`config.mk`:
```
export PLATFORM = sky130hd
export DESIGN_NAME = instr_fetch_unit
export DESIGN_NICKNAME = d
export VERILOG_FILES = /design/src/rtl/instr_fetch_unit.sv
export SDC_FILE = /design/constraint.sdc
export NUM_CORES = 1
export LEC_CHECK = 0
export ABC_AREA = 1
export CAP_MARGIN = 25
export CORE_MARGIN = 10
export CORE_UTILIZATION = 55
export DETAILED_ROUTE_END_ITERATION = 12
export GPL_TIMING_DRIVEN = 0
export PLACE_DENSITY = 0.86
export SYNTH_ARGS = -nofsm -noshare
export SYNTH_HDL_FRONTEND = slang
export SYNTH_SLANG_ARGS = --single-unit
```
`constraint.sdc`:
```
create_clock -name clk_out -period 7.92 [get_ports clk_out]
set_input_delay 1.188 -clock clk_out [delete_from_list [all_inputs] [get_ports clk_out]]
set_output_delay 1.188 -clock clk_out [all_outputs]
set_load 0.005 [all_outputs]
```
`src/rtl/instr_fetch_unit.sv`:
```
// -----------------------------------------------------------------------------
// instr_fetch_unit
//
// Instruction fetch front end. Issues word-aligned reads to a ROM with a fixed
// one-cycle read latency, buffers the returned words in a small show-ahead FIFO
// tagged with their addresses, and presents the FIFO head to the core through
// a valid/ready handshake. A taken branch/jump (redirect) flushes the buffer,
// drops the response currently in flight and restarts fetching at the target.
//
// Optional feature (compile-time macro IFU_MISALIGN_CHECK_EN):
//   defined   - a redirect to a non word-aligned target is a fault: the buffer
//               is flushed, fetch_fault is set and the unit parks in FAULT
//               (no further ROM requests) until reset.
//   undefined - the two low target bits are ignored and fetch_fault stays 0.
//
// Parameters
//   RESET_PC    first fetch address after reset
//   FIFO_DEPTH  instruction buffer depth, power of 2 from 2 to 8
//
// Ports
//   clk_out         in   CPU clock, rising-edge active
//   rst             in   asynchronous, active-high reset
//   rom_en          out  ROM read request this cycle
//   rom_addr[11:0]  out  ROM byte address (current fetch pc)
//   rom_data[31:0]  in   ROM read data, valid one cycle after rom_en
//   inst_valid      out  inst/inst_pc hold a valid instruction
//   inst_ready      in   core accepts inst when inst_valid is also high
//   inst[31:0]      out  instruction at the FIFO head
//   inst_pc[11:0]   out  address of inst
//   redirect_valid  in   taken branch / JAL / JALR
//   redirect_pc     in   redirect target address
//   fetch_fault     out  sticky misaligned-target flag
// -----------------------------------------------------------------------------
module instr_fetch_unit #(
  parameter logic [11:0] RESET_PC   = 12'h000,
  parameter int          FIFO_DEPTH = 2
) (
  input  logic        clk_out,
  input  logic        rst,
  output logic        rom_en,
  output logic [11:0] rom_addr,
  input  logic [31:0] rom_data,
  output logic        inst_valid,
  input  logic        inst_ready,
  output logic [31:0] inst,
  output logic [11:0] inst_pc,
  input  logic        redirect_valid,
  input  logic [11:0] redirect_pc,
  output logic        fetch_fault
);

  localparam int PTR_W = $clog2(FIFO_DEPTH);
  localparam int CNT_W = PTR_W + 1;
  localparam logic [CNT_W-1:0] DEPTH_CNT = CNT_W'(FIFO_DEPTH);

  localparam logic [0:0] ST_RUN   = 1'b0;
  localparam logic [0:0] ST_FAULT = 1'b1;

`ifdef IFU_MISALIGN_CHECK_EN
  localparam logic MISALIGN_CHECK = 1'b1;
`else
  localparam logic MISALIGN_CHECK = 1'b0;
`endif

  // State
  logic [0:0]       state_r;
  logic [0:0]       next_state_s;
  logic             fault_r;
  logic [11:0]      fetch_pc_r;
  logic             inflight_r;
  logic [11:0]      inflight_pc_r;
  logic [31:0]      fifo_data_r [FIFO_DEPTH];
  logic [11:0]      fifo_pc_r   [FIFO_DEPTH];
  logic [PTR_W-1:0] wr_ptr_r;
  logic [PTR_W-1:0] rd_ptr_r;
  logic [CNT_W-1:0] count_r;

  // Decoded control
  logic             redirect_take_s;
  logic             misalign_s;
  logic             fault_enter_s;
  logic             flush_s;
  logic [11:0]      target_pc_s;
  logic [CNT_W-1:0] occupied_s;
  logic             issue_s;
  logic             push_s;
  logic             pop_s;
  logic             head_valid_s;

  // Redirect decode: redirects are honoured only in RUN; in FAULT they are ignored.
  always_comb begin
    redirect_take_s = redirect_valid && (state_r == ST_RUN);
    misalign_s      = (redirect_pc[1:0] != 2'b00);
`ifdef IFU_MISALIGN_CHECK_EN
    target_pc_s     = redirect_pc;
`else
    target_pc_s     = {redirect_pc[11:2], 2'b00};
`endif
    fault_enter_s   = MISALIGN_CHECK && redirect_take_s && misalign_s;
    // Both a normal redirect and a misalignment fault empty the buffer.
    flush_s         = redirect_take_s;
  end

  // Request credit and FIFO push/pop qualification.
  always_comb begin
    head_valid_s = (count_r != {CNT_W{1'b0}});
    // Buffered entries plus the response still on its way; the credit check
    // guarantees every issued request has a free slot when it returns.
    occupied_s   = count_r + CNT_W'(inflight_r);
    if (!rst && (state_r == ST_RUN) && !redirect_valid && (occupied_s < DEPTH_CNT)) begin
      issue_s = 1'b1;
    end else begin
      issue_s = 1'b0;
    end
    // A flush wins over a simultaneous push and pop; the pop is still a
    // consumed instruction from the core's point of view.
    push_s = inflight_r && !flush_s;
    pop_s  = head_valid_s && inst_ready && !flush_s;
  end

  // Next run/fault state; FAULT is only left through reset.
  always_comb begin
    next_state_s = state_r;
    case (state_r)
      ST_RUN: begin
        if (fault_enter_s) begin
          next_state_s = ST_FAULT;
        end else begin
          next_state_s = ST_RUN;
        end
      end
      ST_FAULT: next_state_s = ST_FAULT;
      default:  next_state_s = ST_RUN;
    endcase
  end

  // State register and sticky fault flag.
  always_ff @(posedge clk_out or posedge rst) begin
    if (rst) begin
      state_r <= ST_RUN;
      fault_r <= 1'b0;
    end else begin
      state_r <= next_state_s;
      fault_r <= fault_r || fault_enter_s;
    end
  end

  // Fetch pc: reload on an accepted aligned redirect, otherwise step per request.
  always_ff @(posedge clk_out or posedge rst) begin
    if (rst) begin
      fetch_pc_r <= RESET_PC;
    end else if (flush_s && !fault_enter_s) begin
      fetch_pc_r <= target_pc_s;
    end else if (issue_s) begin
      fetch_pc_r <= fetch_pc_r + 12'd4;  // 12-bit add wraps FFC -> 000
    end else begin
      fetch_pc_r <= fetch_pc_r;
    end
  end

  // In-flight tracker: remembers the address of the request whose data arrives
  // next cycle. A flush clears it, which kills that response (push_s is also
  // gated on the flush edge, so the word that arrives then is dropped).
  always_ff @(posedge clk_out or posedge rst) begin
    if (rst) begin
      inflight_r    <= 1'b0;
      inflight_pc_r <= 12'h000;
    end else begin
      inflight_r <= issue_s && !flush_s;
      if (issue_s) begin
        inflight_pc_r <= fetch_pc_r;
      end else begin
        inflight_pc_r <= inflight_pc_r;
      end
    end
  end

  // Instruction FIFO storage, pointers and occupancy.
  always_ff @(posedge clk_out or posedge rst) begin
    if (rst) begin
      wr_ptr_r <= {PTR_W{1'b0}};
      rd_ptr_r <= {PTR_W{1'b0}};
      count_r  <= {CNT_W{1'b0}};
      // Storage is cleared so the head outputs read zero out of reset.
      for (int i = 0; i < FIFO_DEPTH; i++) begin
        fifo_data_r[i] <= 32'h0000_0000;
        fifo_pc_r[i]   <= 12'h000;
      end
    end else if (flush_s) begin
      wr_ptr_r <= {PTR_W{1'b0}};
      rd_ptr_r <= {PTR_W{1'b0}};
      count_r  <= {CNT_W{1'b0}};
    end else begin
      if (push_s) begin
        fifo_data_r[wr_ptr_r] <= rom_data;
        fifo_pc_r[wr_ptr_r]   <= inflight_pc_r;
        wr_ptr_r              <= wr_ptr_r + PTR_W'(1);
      end else begin
        wr_ptr_r <= wr_ptr_r;
      end
      if (pop_s) begin
        rd_ptr_r <= rd_ptr_r + PTR_W'(1);
      end else begin
        rd_ptr_r <= rd_ptr_r;
      end
      case ({push_s, pop_s})
        2'b10:   count_r <= count_r + CNT_W'(1);
        2'b01:   count_r <= count_r - CNT_W'(1);
        default: count_r <= count_r;
      endcase
    end
  end

  assign rom_en      = issue_s;
  assign rom_addr    = fetch_pc_r;
  assign inst_valid  = head_valid_s;
  assign inst        = fifo_data_r[rd_ptr_r];
  assign inst_pc     = fifo_pc_r[rd_ptr_r];
  assign fetch_fault = fault_r;

endmodule

```
==> tab_implementation.tex, run 1 <==
\begin{tabular}{lr}
\hline
Metric & Value \\
\hline
\multicolumn{2}{l}{\textbf{Floorplanning}} \\
\quad Area inside the core boundary & 0.008763 sq mm \\
\quad DIE WIDTH & 115.0 microns \\
\quad Die boundary height & 115.0 microns \\
\quad Count of pins on the block boundary & 107 \\
\quad Initial Util & 0.5658 \\
\quad Count of standard-cell rows & 34 \\
\quad Die Footprint & around 0.013 sq mm \\
\multicolumn{2}{l}{\textbf{Setup path}} \\
\quad Cell with the largest stage delay on the worst path & clkdlybuf4s50\_1 \\
\quad Critical path's largest stage delay & 0.53 ns \\
\quad Reg2Reg Setup Slack & about 6.5 ns \\
\quad Dominant cell type by count on the critical path & clkdlybuf4s50\_1 \\
\quad Critical Path RT & about 6.7 ns \\
\quad Worst Setup Start Kind & input port \\
\quad Beginning of the critical path & redirect\_valid \\
\quad Startpoint of the worst register-to-register path & rom\_addr[3]\$\_DFFE\_PP0P\_ \\
\quad Worst flop-to-flop path endpoint & rom\_addr[10]\$\_DFFE\_PP0P\_ \\
\quad Capture point of the worst path & rom\_en \\
\quad Cell-by-cell trace of the critical path & clkdlybuf4s50\_1, nor2\_1, nand3\_2, inv\_2, buf\_6, clkdlybuf4s50\_1 \\
\quad Arrival time of the worst setup path & 2.88 ns \\
\quad Maximum fanout count along the critical path & 10 \\
\quad Critical Path Sink Type & output pin \\
\quad Type of the worst setup path & input port to output pin \\
\quad Depth of the worst register-to-register path & 8 \\
\multicolumn{2}{l}{\textbf{Logic synthesis}} \\
\quad Synthesized netlist cell count & 627 \\
\quad Largest cells by area after synthesis & dfrtp\_1, nand2\_1, o21ai\_0, inv\_1, o21ai\_1 \\
\quad Yosys reg bits & $\sim$110 \\
\quad Yosys synthesis warning count & 0 \\
\quad Post-synthesis async set-or-reset flop share & 1.000 \\
\quad Number of synthesized flops with an enable pin & 0 \\
\quad Per-instance average area after synthesis & 7.908 sq um \\
\quad Seq/Total Area, Yosys & 0.5501 \\
\quad Synth Flop Type & dfrtp\_1 \\
\quad Count of different cell masters after synthesis & 19 \\
\quad Share of Yosys cell area claimed by the top area cell type & 0.5501 \\
\quad Post-synthesis cell area & $\sim$0.0050 sq mm \\
\quad Top cell type by total area after synthesis & dfrtp\_1 \\
\multicolumn{2}{l}{\textbf{Run}} \\
\quad Count of max-cap constraint violations & 0 \\
\multicolumn{2}{l}{\textbf{Detailed routing}} \\
\quad Drt drc & 0 \\
\quad Via Count & 4465 \\
\quad WL/cell & 14.86 microns \\
\quad Wirelength, routed & 12.69 mm \\
\quad Number of optimization iterations in the first detailed-route pass & 5 \\
\quad Final antenna-violating net count & 0 \\
\quad DR iter-0 viols & 317 \\
\quad Post-DR vias/cell & about 5.2 \\
\multicolumn{2}{l}{\textbf{Pwr}} \\
\quad Worst supply voltage drop on vdd & approximately 0.00012 V \\
\quad Power after layout & 0.001574 W \\
\quad Switching power & 0.0004780 W \\
\quad Leakage & 3.206 nW \\
\quad Int Power & 0.001096 W \\
\quad Combinational share of power & 0.288 \\
\quad Switching Share & 0.3037 \\
\quad Portion of total power attributed to the clock network & 0.215 \\
\quad Total power density per cell area & about 250 mW/mm\^{}2 \\
\quad Part of the total power dissipated in sequential elements & 0.497 \\
\multicolumn{2}{l}{\textbf{Layout}} \\
\quad Number of nets in the layout & 791 \\
\quad Proportion of layout cells with a drive suffix above 1 & 0.06032 \\
\quad Layout area overhead & 27.63\% \\
\quad Post-route cell area & between 0.006 and 0.007 sq mm \\
\quad Diode insertion count for antenna repair & 0 \\
\quad Fill count & 681 \\
\multicolumn{2}{l}{\textbf{Hold path}} \\
\quad Type of the most critical hold path & flip-flop to flip-flop \\
\quad Min-Delay Path Depth & 2 \\
\multicolumn{2}{l}{\textbf{Global route}} \\
\quad Global-route wire length before repair & 21.51 mm \\
\quad Antenna violations before repair & 0 \\
\quad Maximum number of pins on one net before global-route repair & 75 \\
\quad Combined global-route utilization of all metal layers & 0.1961 \\
\quad Via count of the first global-routing pass & 4566 \\
\quad Congestion Overflow GR & 0 \\
\multicolumn{2}{l}{\textbf{STA}} \\
\quad Worst Tran Pin Value & just over 0.5 ns \\
\quad Max frequency & between 200 and 250 MHz \\
\quad Final setup violation count & 0 \\
\quad Setup Skew & 0.01466 ns \\
\quad Remaining max-slew budget at the tightest pin & 0.6630 \\
\quad Share of the clock period used by the worst path & 0.5141 \\
\quad Final-layout setup total negative slack & 0 ns \\
\quad Final Hold Vio Count & 0 \\
\quad Hold\_ws & just under 0.5 ns \\
\quad Post-layout minimum cycle time & 4.072 ns \\
\quad RSZ-0062 raised after global routing & false \\
\quad Count of final max-slew check failures & 0 \\
\multicolumn{2}{l}{\textbf{Place}} \\
\quad IO Port Bufs & 99 \\
\quad Placed cell areas & 0.006130 sq mm \\
\quad Placer's final routability congestion estimate & between 0.8 and 0.9 \\
\quad Placed wire-length estimate after detailed placement & between 9 and 10 mm \\
\multicolumn{2}{l}{\textbf{Clock network}} \\
\quad Setup Fix Bufs, Post-CTS & 0 \\
\quad CTS Hold Buffers Added & 0 \\
\quad Count of instances resized after the clock tree is built & 0 \\
\quad CTS tree & yes \\
\quad H-tree levels & 3 \\
\quad CTS clock-pin slew for the worst setup and hold paths & 0.09 ns \\
\quad Number of sinks on the clock net & 109 \\
\quad Clk Tree Root Cell & clkbuf\_8 \\
\quad Clock Latency Late Sink & roughly 0.37 ns \\
\quad Clock buffer count from CTS & 9 \\
\quad Clk buf depth & 2 \\
\multicolumn{2}{l}{\textbf{Status}} \\
\quad Status & complete, no violations \\
\hline
\end{tabular}
[power by group through the flow]
stage	Combinational [W]	Clock (W)	Sequential, W
5_1_grt	0.000517	0.000364	0.000799
3_3_place_gp	0.000439	0	0.000781
3_5_place_dp	0.000459	0	0.000790
6_report	0.000454	0.000338	0.000782
4_1_cts	0.000462	0.000344	0.000780
2_1_floorplan	0.000231	0	0.000769
[critical path, delay by kind of cell]
| kind | cells | cell delay (ns) |
|---|---|---|
| and+or+nand+nor | 2 | 0.34 |
| buffers and inverters | 4 | 1.35 |
[cell type report]
type                       instances  area, sq um  share of cell area
tap                              108        135.1             0.02135
timing repair buffer             100         1018              0.1609
multi-input combinational        424         1793              0.2833
inverter                          62        235.2             0.03717
sequential                       109         2728              0.4310
buffer                            36        220.2             0.03480
clock buffer                      11        151.4             0.02392
clock inverter                     4        47.55            0.007513
[sequential cells by signal (all words and copies together) (netlist names)]
register and count:
rd_ptr_r 1, fifo_pc_r 20, inflight_r 1, rom_addr 10
fifo_data_r 64, inflight_pc_r 10, wr_ptr_r 1, count_r 2
[synthesized netlist by cell type, types with 3 or more instances]
cell	instances
buf_2	5
buf_4	13
buf_6	4
clkbuf_1	14
dfrtp_1	109
inv_1	59
nand2_1	271
nand3_1	29
nand3_2	3
nor2_1	8
o21ai_0	70
o21ai_1	32
[layout by cell type (no fill, tap or decap), types with 8 or more instances in the layout]
cell type        instances
clkbuf_1                14
o21ai_1                 32
buf_4                   13
o21ai_0                 70
inv_1                   58
nand3_1                 29
nor2_1                   8
clkbuf_8                11
clkdlybuf4s50_1         99
dfrtp_1                109
nand2_1                271
[metal layers]
metal / track usage / wire [microns] / vias up
met1: 0.2433 / 5321 / 2150
li1: - / - / 2172
met5: 0 / 0 / -
met2: 0.3258 / 6311 / 124
met3: 0.04740 / 847 / 19
met4: 0.07096 / 210 / 0
[cells by family (layout without fill, tap and decap cells)]
group                      Yosys count  in the layout  synth area share
AOI/OAI and AO/OA                  104            104            0.1050
adders and majority gates            1              1          0.002523
buffers and inverters               98            213           0.09134
DFF                                109            109            0.5501
other                                1              5         0.0007563
and+or+nand+nor                    314            314            0.2503
[through the flow]
step	util	worst slack, ns	cells
floorplan	-	3.858	631
global placement	0.6960	2.479	838
detailed placement	0.6995	3.860	839
CTS	0.7222	3.843	854
global route	0.7222	3.742	854
finish	0.7222	3.848	854
[worst min path at each step]
stage | startpoint | endpoint | slack (ns)
floorplan | fifo_data_r[11]$_DFFE_PP0P_ | fifo_data_r[11]$_DFFE_PP0P_ | 0.45
finish | fifo_data_r[61]$_DFFE_PP0P_ | fifo_data_r[61]$_DFFE_PP0P_ | 0.49
global placement | fifo_data_r[44]$_DFFE_PP0P_ | fifo_data_r[44]$_DFFE_PP0P_ | 0.47
detailed placement | fifo_data_r[35]$_DFFE_PP0P_ | fifo_data_r[35]$_DFFE_PP0P_ | 0.47
CTS | fifo_data_r[21]$_DFFE_PP0P_ | fifo_data_r[21]$_DFFE_PP0P_ | 0.50
global route | fifo_pc_r[16]$_DFFE_PP0P_ | fifo_pc_r[16]$_DFFE_PP0P_ | 0.52
(Power assumes the default switching activity.)
==> inputs of run 2 (changes only) <==
--- a/config.mk
+++ b/config.mk
@@ -8,10 +8,10 @@
 export ABC_AREA = 1
 export CAP_MARGIN = 25
 export CORE_MARGIN = 10
-export CORE_UTILIZATION = 55
+export CORE_UTILIZATION = 46
 export DETAILED_ROUTE_END_ITERATION = 12
 export GPL_TIMING_DRIVEN = 0
-export PLACE_DENSITY = 0.86
+export PLACE_DENSITY = 0.76
 export SYNTH_ARGS = -nofsm -noshare
 export SYNTH_HDL_FRONTEND = slang
 export SYNTH_SLANG_ARGS = --single-unit
==> constraint.sdc (replaced) <==
create_clock -name clk_out -period 3.7 [get_ports clk_out]
set_input_delay 0.555 -clock clk_out [delete_from_list [all_inputs] [get_ports clk_out]]
set_output_delay 0.555 -clock clk_out [all_outputs]
set_load 0.005 [all_outputs]
==> run 2 against run 1 <==
Global-route usage shrank 2.9 points; highest routed layer unchanged; critical path depth is the same; sequential cell count is the same; combinational power grew 110%; critical path type unchanged; sequential power grew 110%; cell count grew 3.4%; setup slack lost 2.9 ns; largest power group unchanged; register-to-register slack lost 4.2 ns.
==> tab_implementation.tex, run 2 (synthesis results as in run 1) <==
\begin{tabular}{lr}
\hline
Metric & Value \\
\hline
\multicolumn{2}{l}{\textbf{Floorplanning}} \\
\quad Die Footprint & 0.01533 sq mm \\
\quad DIE WIDTH & approximately 120 microns \\
\quad Die boundary height & between 100 and 150 microns \\
\quad Count of pins on the block boundary & 107 \\
\quad Area inside the core boundary & around 0.010 sq mm \\
\quad Initial Util & 0.4760 \\
\quad Count of standard-cell rows & 37 \\
\multicolumn{2}{l}{\textbf{Pwr}} \\
\quad Worst supply voltage drop on vdd & 0.0002179 V \\
\quad Total power density per cell area & 522.2 mW/mm\^{}2 \\
\quad Power after layout & 0.003315 W \\
\quad Leakage & 3.201 nW \\
\multicolumn{2}{l}{\textbf{Clock network}} \\
\quad CTS tree & yes \\
\quad Number of sinks on the clock net & about 110 \\
\quad Clock buffer count from CTS & 9 \\
\quad Setup Fix Bufs, Post-CTS & 0 \\
\quad Clk buf depth & 2 \\
\quad Count of instances resized after the clock tree is built & 0 \\
\quad Clock Latency Late Sink & 0.36 ns \\
\quad Clk Tree Root Cell & clkbuf\_8 \\
\quad CTS clock-pin slew for the worst setup and hold paths & 0.10 ns \\
\quad H-tree levels & 3 \\
\quad CTS Hold Buffers Added & 0 \\
\multicolumn{2}{l}{\textbf{Global route}} \\
\quad Global-route wire length before repair & 21.00 mm \\
\quad Antenna violations before repair & 0 \\
\quad Combined global-route utilization of all metal layers & 0.1673 \\
\quad Via count of the first global-routing pass & $\sim$4400 \\
\quad Maximum number of pins on one net before global-route repair & 72 \\
\quad Congestion Overflow GR & 0 \\
\multicolumn{2}{l}{\textbf{STA}} \\
\quad Final setup violation count & 0 \\
\quad Setup Skew & 0.01535 ns \\
\quad RSZ-0062 raised after global routing & false \\
\quad Final-layout setup total negative slack & 0 ns \\
\quad Post-layout minimum cycle time & 2.779 ns \\
\quad Hold\_ws & 0.4946 ns \\
\quad Count of final max-slew check failures & 0 \\
\quad Share of the clock period used by the worst path & 0.7510 \\
\quad Final Hold Vio Count & 0 \\
\quad Remaining max-slew budget at the tightest pin & 0.6512 \\
\quad Max frequency & 359.9 MHz \\
\quad Worst Tran Pin Value & 0.5232 ns \\
\multicolumn{2}{l}{\textbf{Layout}} \\
\quad Fraction of the core area covered by cells at the end of the flow & 0.6095 \\
\quad Top register by number of flip-flops & fifo\_data\_r \\
\quad Fill count & 914 \\
\quad Leading cell types in the layout, fill and taps excluded & nand2\_1, dfrtp\_1, clkdlybuf4s50\_1 \\
\quad Diode insertion count for antenna repair & 0 \\
\quad Number of nets in the layout & 791 \\
\quad Most frequent standard cell in the layout excluding fill and tap cells & nand2\_1 \\
\quad Finished Layout Cells & 883 \\
\quad Biggest registers after layout & fifo\_data\_r (64), fifo\_pc\_r (20) \\
\quad Proportion of layout cells with a drive suffix above 1 & 0.06024 \\
\quad Max reg flops & 64 \\
\quad Layout area overhead & 28.03\% \\
\multicolumn{2}{l}{\textbf{Setup path}} \\
\quad Critical Path RT & 3.14 ns \\
\quad Cell with the largest stage delay on the worst path & clkdlybuf4s50\_1 \\
\quad Worst Setup Start Kind & input port \\
\quad Critical path's largest stage delay & 0.52 ns \\
\quad Dominant cell type by count on the critical path & clkdlybuf4s50\_1 \\
\quad Arrival time of the worst setup path & 2.22 ns \\
\quad Cell-by-cell trace of the critical path & clkdlybuf4s50\_1, nor2\_1, nand3\_2, inv\_2, buf\_6, clkdlybuf4s50\_1 \\
\quad Maximum fanout count along the critical path & 10 \\
\quad Critical Path Sink Type & output pin \\
\quad Type of the worst setup path & input port to output pin \\
\multicolumn{2}{l}{\textbf{Place}} \\
\quad Placer's final routability congestion estimate & roughly 0.8 \\
\quad IO Port Bufs & 99 \\
\quad Number of placed instances with taps included & 867 \\
\quad Placed wire-length estimate after detailed placement & roughly 9.4 mm \\
\multicolumn{2}{l}{\textbf{Run}} \\
\quad Count of max-cap constraint violations & 0 \\
\multicolumn{2}{l}{\textbf{Detailed routing}} \\
\quad Number of optimization iterations in the first detailed-route pass & 7 \\
\quad Via Count & 4347 \\
\quad Final antenna-violating net count & 0 \\
\quad Wirelength, routed & 12.77 mm \\
\quad WL/cell & 14.46 microns \\
\quad Drt drc & 0 \\
\quad DR iter-0 viols & 380 \\
\quad Post-DR vias/cell & 4.923 \\
\multicolumn{2}{l}{\textbf{Status}} \\
\quad Status & complete, no violations \\
\multicolumn{2}{l}{\textbf{Hold path}} \\
\quad Type of the most critical hold path & flip-flop to flip-flop \\
\hline
\end{tabular}
run 2: cell count changes in the layout (fill, tap and decap cells not counted), sizes merged:
cell | before | now
bufinv | 1 | 0
clkinv | 3 | 4
inv | 61 | 63
clkinvlp | 1 | 0
run 2: metrics by stage:
step                      setup slack, ns  instance area, sq um
after global placement             -1.134                  6135
final                              0.9212                  6349
after detailed placement           0.9081                  6165
after CTS                          0.8989                  6349
after floorplan                    0.2711                  4974
after global routing               0.7646                  6349
run 2: final cells by class:
| cell class | instances | area, sq um | area share |
|---|---|---|---|
| sequential | 109 | 2728 | 0.4296 |
| clock inverter | 5 | 42.54 | 0.006701 |
| multi-input combinational | 424 | 1793 | 0.2824 |
| clock buffer | 11 | 141.4 | 0.02227 |
| inverter | 62 | 235.2 | 0.03705 |
| tap | 136 | 170.2 | 0.02680 |
| timing repair buffer | 100 | 1018 | 0.1604 |
| buffer | 36 | 220.2 | 0.03469 |
run 2: worst paths after layout:
kind	cells past startpoint	from	slack [ns]	endpoint
max reg2reg	8	rom_addr[3]$_DFFE_PP0P_	2.27	rom_addr[10]$_DFFE_PP0P_
min reg2reg	2	fifo_data_r[59]$_DFFE_PP0P_	0.49	fifo_data_r[59]$_DFFE_PP0P_
min in group asynchronous	2	rst	0.60	count_r[0]$_DFFE_PP0P_
max in group asynchronous	3	rst	2.37	fifo_data_r[25]$_DFFE_PP0P_
min	2	fifo_data_r[59]$_DFFE_PP0P_	0.49	fifo_data_r[59]$_DFFE_PP0P_
max	6	redirect_valid	0.92	rom_en
run 2: critical path, delay by kind of cell:
kind,cells,cell delay [ns]
buffers and inverters,4,1.32
AND/OR/NAND/NOR,2,0.34
run 2: routing by layer:
| metal | GRT usage | wire length, microns | vias to the layer above |
|---|---|---|---|
| li1 | - | - | 2165 |
| met1 | 0.2206 | 5618 | 2055 |
| met2 | 0.2745 | 6161 | 117 |
| met3 | 0.03665 | 879 | 10 |
| met4 | 0.04148 | 110 | 0 |
| met5 | 0 | 0 | - |
run 2: power breakdown:
group	internal, W	switching [W]	total [W]
Sequential	0.00149	0.000182	0.00167
Combinational	0.000511	0.000458	0.000970
Clock	0.000273	0.000401	0.000674
Total	0.00227	0.00104	0.00332
